$ cat src/rtl/vec_add_compute.sv
// vec_add_compute: streams words from an input buffer, adds ADD_VALUE and
// writes them out in bursts. Define VEC_ADD_CYCLE_CNT_EN for the cycles port.
module vec_add_compute #(
  parameter int MEM_LEN_BITS   = 8,
  parameter int MEM_ADDR_BITS  = 64,
  parameter int MEM_DATA_BITS  = 64,
  parameter int HOST_DATA_BITS = 32,
  parameter int MAX_BURST      = 16,
  parameter int ADD_VALUE      = 1
) (
  input  logic                      clock,
  input  logic                      reset,
  input  logic                      launch,
  output logic                      finish,
  input  logic [HOST_DATA_BITS-1:0] length,
  input  logic [MEM_ADDR_BITS-1:0]  inp_baddr,
  input  logic [MEM_ADDR_BITS-1:0]  out_baddr,
  output logic                      mem_req_valid,
  input  logic                      mem_req_ready,
  output logic                      mem_req_opcode,
  output logic [MEM_LEN_BITS-1:0]   mem_req_len,
  output logic [MEM_ADDR_BITS-1:0]  mem_req_addr,
  input  logic                      mem_rd_valid,
  output logic                      mem_rd_ready,
  input  logic [MEM_DATA_BITS-1:0]  mem_rd_bits,
  output logic                      mem_wr_valid,
  input  logic                      mem_wr_ready,
  output logic [MEM_DATA_BITS-1:0]  mem_wr_bits
`ifdef VEC_ADD_CYCLE_CNT_EN
  ,
  output logic [HOST_DATA_BITS-1:0] cycles
`endif
);

  localparam int IW = (MAX_BURST > 1) ? $clog2(MAX_BURST) : 1;
  localparam int BW = $clog2(MAX_BURST) + 1;
  localparam logic [MEM_ADDR_BITS-1:0] STEP =
    MEM_ADDR_BITS'(MEM_DATA_BITS / 8);
  localparam logic [MEM_DATA_BITS-1:0] ADDV =
    MEM_DATA_BITS'(ADD_VALUE);

  typedef enum logic [2:0] {
    IDLE, RD_REQ, RD_DATA, WR_REQ, WR_DATA, DONE
  } state_t;

  state_t                    state;
  logic                      launch_q;
  logic                      start;
  logic                      last;
  logic [HOST_DATA_BITS-1:0] rem;
  logic [HOST_DATA_BITS-1:0] rem_nxt;
  logic [MEM_ADDR_BITS-1:0]  rd_addr;
  logic [MEM_ADDR_BITS-1:0]  wr_addr;
  logic [MEM_ADDR_BITS-1:0]  rd_addr_nxt;
  logic [MEM_ADDR_BITS-1:0]  wr_addr_nxt;
  logic [BW-1:0]             beats;
  logic [IW-1:0]             idx;
  logic [MEM_DATA_BITS-1:0]  beat_buf [MAX_BURST];

  function automatic logic [BW-1:0] burst_of(
    input logic [HOST_DATA_BITS-1:0] r
  );
    if (r >= HOST_DATA_BITS'(MAX_BURST)) return BW'(MAX_BURST);
    return BW'(r);
  endfunction

  function automatic logic [MEM_LEN_BITS-1:0] len_of(
    input logic [BW-1:0] b
  );
    return MEM_LEN_BITS'(b - BW'(1));
  endfunction

  assign start = launch & ~launch_q & (state == IDLE);
  assign last = (BW'(idx) == beats - BW'(1));
  assign rem_nxt = rem - HOST_DATA_BITS'(beats);
  assign rd_addr_nxt = rd_addr + MEM_ADDR_BITS'(beats) * STEP;
  assign wr_addr_nxt = wr_addr + MEM_ADDR_BITS'(beats) * STEP;

  // Run sequencer; every memory-side output is registered here.
  always_ff @(posedge clock or posedge reset) begin
    if (reset) begin
      state          <= IDLE;
      launch_q       <= 1'b0;
      finish         <= 1'b0;
      rem            <= '0;
      rd_addr        <= '0;
      wr_addr        <= '0;
      beats          <= '0;
      idx            <= '0;
      mem_req_valid  <= 1'b0;
      mem_req_opcode <= 1'b0;
      mem_req_len    <= '0;
      mem_req_addr   <= '0;
      mem_rd_ready   <= 1'b0;
      mem_wr_valid   <= 1'b0;
      mem_wr_bits    <= '0;
    end else begin
      launch_q <= launch;
      unique case (state)
        IDLE: begin
          if (start) begin
            rem     <= length;
            rd_addr <= inp_baddr;
            wr_addr <= out_baddr;
            idx     <= '0;
            if (length == '0) begin
              state  <= DONE;
              finish <= 1'b1;
            end else begin
              state          <= RD_REQ;
              beats          <= burst_of(length);
              mem_req_valid  <= 1'b1;
              mem_req_opcode <= 1'b0;
              mem_req_addr   <= inp_baddr;
              mem_req_len    <= len_of(burst_of(length));
            end
          end
        end
        RD_REQ: begin
          if (mem_req_ready) begin
            mem_req_valid <= 1'b0;
            mem_rd_ready  <= 1'b1;
            state         <= RD_DATA;
          end
        end
        RD_DATA: begin
          if (mem_rd_valid) begin
            idx <= idx + IW'(1);
            if (last) begin
              idx            <= '0;
              mem_rd_ready   <= 1'b0;
              mem_req_valid  <= 1'b1;
              mem_req_opcode <= 1'b1;
              mem_req_addr   <= wr_addr;
              mem_req_len    <= len_of(beats);
              state          <= WR_REQ;
            end
          end
        end
        WR_REQ: begin
          if (mem_req_ready) begin
            mem_req_valid <= 1'b0;
            mem_wr_valid  <= 1'b1;
            mem_wr_bits   <= beat_buf[0] + ADDV;
            state         <= WR_DATA;
          end
        end
        WR_DATA: begin
          if (mem_wr_ready) begin
            if (last) begin
              mem_wr_valid <= 1'b0;
              idx          <= '0;
              rem          <= rem_nxt;
              rd_addr      <= rd_addr_nxt;
              wr_addr      <= wr_addr_nxt;
              if (rem_nxt == '0) begin
                state  <= DONE;
                finish <= 1'b1;
              end else begin
                state          <= RD_REQ;
                beats          <= burst_of(rem_nxt);
                mem_req_valid  <= 1'b1;
                mem_req_opcode <= 1'b0;
                mem_req_addr   <= rd_addr_nxt;
                mem_req_len    <= len_of(burst_of(rem_nxt));
              end
            end else begin
              idx         <= idx + IW'(1);
              mem_wr_bits <= beat_buf[idx + IW'(1)] + ADDV;
            end
          end
        end
        DONE: begin
          finish <= 1'b0;
          state  <= IDLE;
        end
        default: state <= IDLE;
      endcase
    end
  end

  // Burst staging buffer; holds data only, so it needs no reset.
  always_ff @(posedge clock) begin
    if (state == RD_DATA && mem_rd_valid) beat_buf[idx] <= mem_rd_bits;
  end

`ifdef VEC_ADD_CYCLE_CNT_EN
  // Run length counter: start cycle counts as 1, frozen in DONE/IDLE.
  always_ff @(posedge clock or posedge reset) begin
    if (reset) begin
      cycles <= '0;
    end else if (start) begin
      cycles <= HOST_DATA_BITS'(1);
    end else if (state != IDLE && state != DONE && cycles != '1) begin
      cycles <= cycles + HOST_DATA_BITS'(1);
    end
  end
`endif

endmodule

$ cat config.mk
export PLATFORM = sky130hd
export DESIGN_NAME = vec_add_compute
export DESIGN_NICKNAME = d
export VERILOG_FILES = /design/src/rtl/vec_add_compute.sv
export SDC_FILE = /design/constraint.sdc
export NUM_CORES = 2
export LEC_CHECK = 0
export CORE_UTILIZATION = 40
export DETAILED_ROUTE_END_ITERATION = 8
export SLEW_MARGIN = 20
export SYNTH_ARGS = -nofsm -noshare
export SYNTH_HDL_FRONTEND = slang
export SYNTH_SLANG_ARGS = --single-unit
$ cat constraint.sdc
create_clock -name clock -period 12.5 [get_ports clock]
set_input_delay 1.25 -clock clock [delete_from_list [all_inputs] [get_ports clock]]
set_output_delay 1.25 -clock clock [all_outputs]
set_load 0.01 [all_outputs]
# Word-level counts from Yosys, hierarchy flattened
# Memory sizes are Yosys's and may differ from the RTL's.
# Cells that the tools add are included.
[totals]
ff_bits = 314
ramBits = 1024
output_inout_bits = 141
wordCells = 168
n_memories = 1
[mem_list]
columns = ["memory", "depth", "word_bits", "rd", "rd_ports_with_merged_regs", "write_ports", "line", "source"]
rows = [
  ["beat_buf", 16, 64, 2, 0, 1, "58", "logic [MEM_DATA_BITS-1:0] beat_buf [MAX_BURST];"],
]
[op_classes]
n_addsub = 10
magnitude_cmp = 2
eq_ne = 19
muxes = 97
n_bitwise = 3
n_reduce_logical = 21
[ops]
columns = ["cell", "count"]
rows = [
  ["2-to-1 mux 64 bit", 16],
  ["case mux 64 bit (2 select lines)", 3],
  ["case mux 64 bit (3 select lines)", 1],
  ["adder 64 x 1 -> 64 bit, second input constant", 2],
  ["adder 64 x 8 -> 64 bit", 2],
  ["2-to-1 mux 32 bit", 3],
  [">= comparator 32 x 5 -> 1 bit, second input constant", 2],
  ["zero test 32 bit", 2],
  ["case mux 32 bit (2 select lines)", 1],
  ["2-to-1 mux 8 bit", 7],
  ["2-to-1 mux 5 bit", 11],
  ["2-to-1 mux 1 bit", 33],
  ["subtractor 32 x 5 -> 32 bit", 1],
  ["2-to-1 mux 3 bit", 9],
  ["case mux 8 bit (3 select lines)", 1],
  ["inequality test 2 bit, second input constant", 11],
  ["AND reduction 4 bit", 5],
  ["subtractor 5 x 1 -> 6 bit, second input constant", 3],
  ["2-to-1 mux 4 bit", 4],
  ["case mux 3 bit (5 select lines)", 1],
  ["case mux 4 bit (3 select lines)", 1],
  ["AND reduction 6 bit", 2],
  ["case mux 5 bit (2 select lines)", 1],
  ["AND reduction 9 bit", 1],
  ["other kinds (20)", 29],
]

# Longest topological paths before layout
[depth]
ltp_word = 17
depth_mapped = 23
depth_no_buf = 17

# Worst setup path after synthesis
# Ideal clock, no wire load.
[synth_path]
path_type = "register to register"
start = "register idx[0]"
end = "memory beat_buf[0][0] (enable)"
setup_ns = 0.644
arrival_ns = 7.609
setup_slack_ns = 4.247
path_stages_with_launch = 9
period_less_slack_ns = 8.253
cell_sequence = "dfrtp_1 buf_6 buf_8 inv_1 buf_2 buf_2 ha_1 inv_1 nor4_1"
[synth_rtl]
columns = ["element", "line", "source"]
rows = [
  ["start, declared", "57", "logic [IW-1:0] idx;"],
  ["start signal, assigned", "128", "idx <= idx + IW'(1);"],
  ["start signal, assigned", "168", "idx <= idx + IW'(1);"],
  ["end, declared", "58", ""],
]
# Straight into the memory's write port.

# Worst setup path in the final report
[layout_path]
start = "register idx[0]"
end = "register mem_wr_bits[57]"
[layout_via]
elab_chain_cells = 6
word_cells_on_any_way = 9
classes_between = "add/sub (2); eq/ne (2); mux (3); reduce/logical (1); memory (1)"
[layout_lines]
columns = ["element", "line", "source"]
rows = [
  ["adder 4 x 1 -> 4 bit", "169", "mem_wr_bits <= beat_buf[idx + IW'(1)] + ADDV;"],
  ["memory (16 x 64 bit)", "n/a", ""],
  ["adder 64 x 1 -> 64 bit", "169", ""],
  ["2-to-1 mux 64 bit", "150", "if (last) begin"],
  ["2-to-1 mux 64 bit", "149", "if (mem_wr_ready) begin"],
  ["case mux 64 bit (2 select lines)", "99", "unique case (state)"],
  ["end signal, assigned", "144", "mem_wr_bits <= beat_buf[0] + ADDV;"],
  ["end signal, assigned", "169", ""],
  ["end, declared", "28", "output logic [MEM_DATA_BITS-1:0] mem_wr_bits"],
]
# Several ways; a longest one is shown, not always the timed one. The select of a mux whose other input is x is not followed.
# A chain may end at the register's enable or synchronous reset.

==> impl_results.md <==
- Status: finished, final reports clean
- Area post-placement: 0.0655 mm^2
- Worst-path clk slew: 60 ps
- Register area share after synthesis: 64.2%
- Slew Limit Fails: 0
- Post-Synth XOR/XNOR Area: 2.07%
- Critical path type: reg -> reg
- Post-Synth Simple-Gate Area: 9.22%
- TritonRoute pass-1 iters: 5
- Critical path peak fanout: 55
- Final setup fails: 0
- Most common cell after layout, fill and taps aside: edfxtp_1
- Die height: 390 um
- Num rows: 141
- Place WS: 5790 ps
- GRT Total Usage: 23.5%
- Tot Pwr: 0.0152 W
- Max-Cap Viols: 0
- Post-CTS setup buffers: 0
- Synth Area in Compound Gates: 8.96%
- Worst hold path type: reg -> reg
- Worst setup SP type: flop
- Most frequent cells in the layout: edfxtp_1, nand2_1, clkdlybuf4s50_1
- Worst VDD drop: 138 uV
- Final WL: 179 mm
- Count of different cell masters after synthesis: 105
- Clock root cell: clkbuf_16
- Critical Path AT: 7380 ps
- DR iter-0 viols: 3,458
- Leakage: 23.3 nW
- Port Buf Inserts: 370
- Part of the cycle the worst path needs: 53.5%
- Inserted Clock Buffers: 146
- Nets: 4,855
- Asr flop ratio synth: 23.4%
- Main combinational cell family by area after synthesis: multiplexers
- Post-DP HPWL: 109 mm
- # fillers: 12,800
- First-pass GRT wire length: 263 mm
- Vias: 39,200
- Slew Limit Headroom: 23.5%
- ANT nets after route: 0
- Starting Density: 40.5%
- Actual slew at the worst max-slew pin: 1150 ps
- Yosys reg bits: 1,336
- TritonCTS clock tree: built
- Final Cell Area: 0.0703 mm^2
- Most used DFF post-synth: edfxtp_1
- CP Data Required Time: 13,190 ps
- Vias per inst: 5.83
- RSZ-0062 raised after global routing: no
- Syn Inst Count: 4,279
- Synthesis-to-layout area growth: 17.0%
- Post-route setup slack: 5820 ps
- Initial antenna violation count: 24
- EDFF count, synth: 1,024
- Ports: 371
- Post-Place Cells: 6,453
- Critical Path Sink Type: flop
- Worst-Skew Late Latency: 790 ps
- Synthesized area per cell: 14.0 um^2
- Min Tclk post-route: 6680 ps
- Post-Syn Nets: 4,534
- Clk buf depth: 3
- Total gr overflow: 0
- TNS Setup: 0 ps
- Vias in the first global route: 38,200
- Syn Std Cell Area: 0.0601 mm^2
- Worst clock skew: 51.2 ps
- Largest net degree at the start of global routing: 207
- Hold Vio Cnt, Final: 0
- Fraction of layout cells with a size suffix above 1: 12.9%
- Adder-cell share of the synthesized area: 0.558%
- CTS Hold Bufs: 0
- YS warnings: 0
- Wire per inst: 26.6 um
- Core ar.: 0.148 mm^2
- CTS resizes: 0
- H-tree depth: 4
- Multiplexer area fraction after synthesis: 12.2%
- Die X: 390 um
- Clk sinks: 1,336
- Fmax: 150 MHz
- Die area: 0.152 mm^2
- Fin cells: 6,726
- Residual DRC: 0
- Pwr Density: 216 mW/mm^2
- GPL Wtd Cong: 0.882
[state kept, by name (all words and copies together), names as in the netlist]
signal and flops:
beat_buf 1024, beats 5, finish 1, idx 4, launch_q 1, mem_rd_ready 1, mem_req_addr 64, mem_req_len 6
mem_req_opcode 1, mem_req_valid 1, mem_wr_bits 64, mem_wr_valid 1, rd_addr 64, rem 32, state 3, wr_addr 64
[cell families after synthesis]
family,after synthesis
flip-flops,1336
adder cells (fa/ha/maj),25
AO/OA/AOI/OAI,882
XOR/XNOR,138
buffers and inverters,316
multiplexers,413
AND/OR/NAND/NOR,1169
[metrics by stage]
stage	util (%)	hold slack [ps]
finish	47.4	477
global route	47.4	495
CTS	47.4	483
detailed placement	44.2	470
global placement	44.2	460
floorplan	-	456
[final timing paths]
check	start	end	slack, ps	depth (start not counted)
setup / recovery	idx[0]	mem_wr_bits[57]	5820	14
hold / removal	mem_req_addr[24]	mem_req_addr[24]	480	2
setup reg to reg	idx[0]	mem_wr_bits[57]	5820	14
hold reg to reg	mem_req_addr[24]	mem_req_addr[24]	480	2
max in group asynchronous	reset	idx[0]	9800	3
min in group asynchronous	reset	mem_req_addr[21]	1040	2
[layer usage]
| metal | global-route usage (%) | vias to the layer above | routed length [um] |
|---|---|---|---|
| li1 | - | 17300 | - |
| met1 | 32.0 | 20100 | 74500 |
| met2 | 37.9 | 1559 | 85800 |
| met3 | 4.71 | 302 | 13800 |
| met4 | 7.17 | 32 | 4920 |
| met5 | 0 | - | 202 |
[critical path: stages (launching register included)]
cell and delay, ps:
dfrtp_4 770, inv_1 80, buf_4 300, ha_4 750, buf_4 730, buf_4 770
mux4_2 340, mux2i_1 60, mux2i_1 300, a41oi_1 210, a21oi_1 320, nand4_2 550
or4b_4 750, o21a_1 200, o31ai_1 210
[synth_stat cells (20+ instances only)]
cell type	n	area (um^2)
o31ai_1	22	165
nand2_1	425	1600
a31oi_1	42	263
buf_2	40	200
inv_1	48	180
buf_6	28	315
a21oi_1	279	1400
buf_4	31	233
and3_1	47	294
xnor2_1	73	639
o22ai_1	71	444
mux4_2	234	5270
edfxtp_1	1024	30700
a221oi_1	49	429
nor4_1	51	319
nor3_1	66	330
o21ai_1	25	125
nor2_1	281	1050
nand4_1	41	257
clkbuf_1	147	552
a21o_1	20	150
o21ai_0	221	1110
xor2_1	62	543
and2_1	27	169
ha_1	22	275
mux2i_1	145	1450
dfrtp_1	312	7810
nand3_1	119	596
a22oi_1	22	165
[cell type report]
cell class	count	area [um^2]	share of cell area, %
Sequential cell	1336	38600	54.8
Clock buffer	199	4020	5.72
Antenna cell	4	10.0	0.0142
Multi-Input combinational cell	2627	20000	28.4
Inverter	48	188	0.267
Timing Repair Buffer	441	4320	6.14
Tap cell	2002	2500	3.56
Clock inverter	69	757	1.08
[power by group]
group          internal [W]  switching (W)
clock network       0.00243        0.00185
logic               0.00212        0.00281
registers           0.00536       0.000636
(Power assumes the default switching activity.)
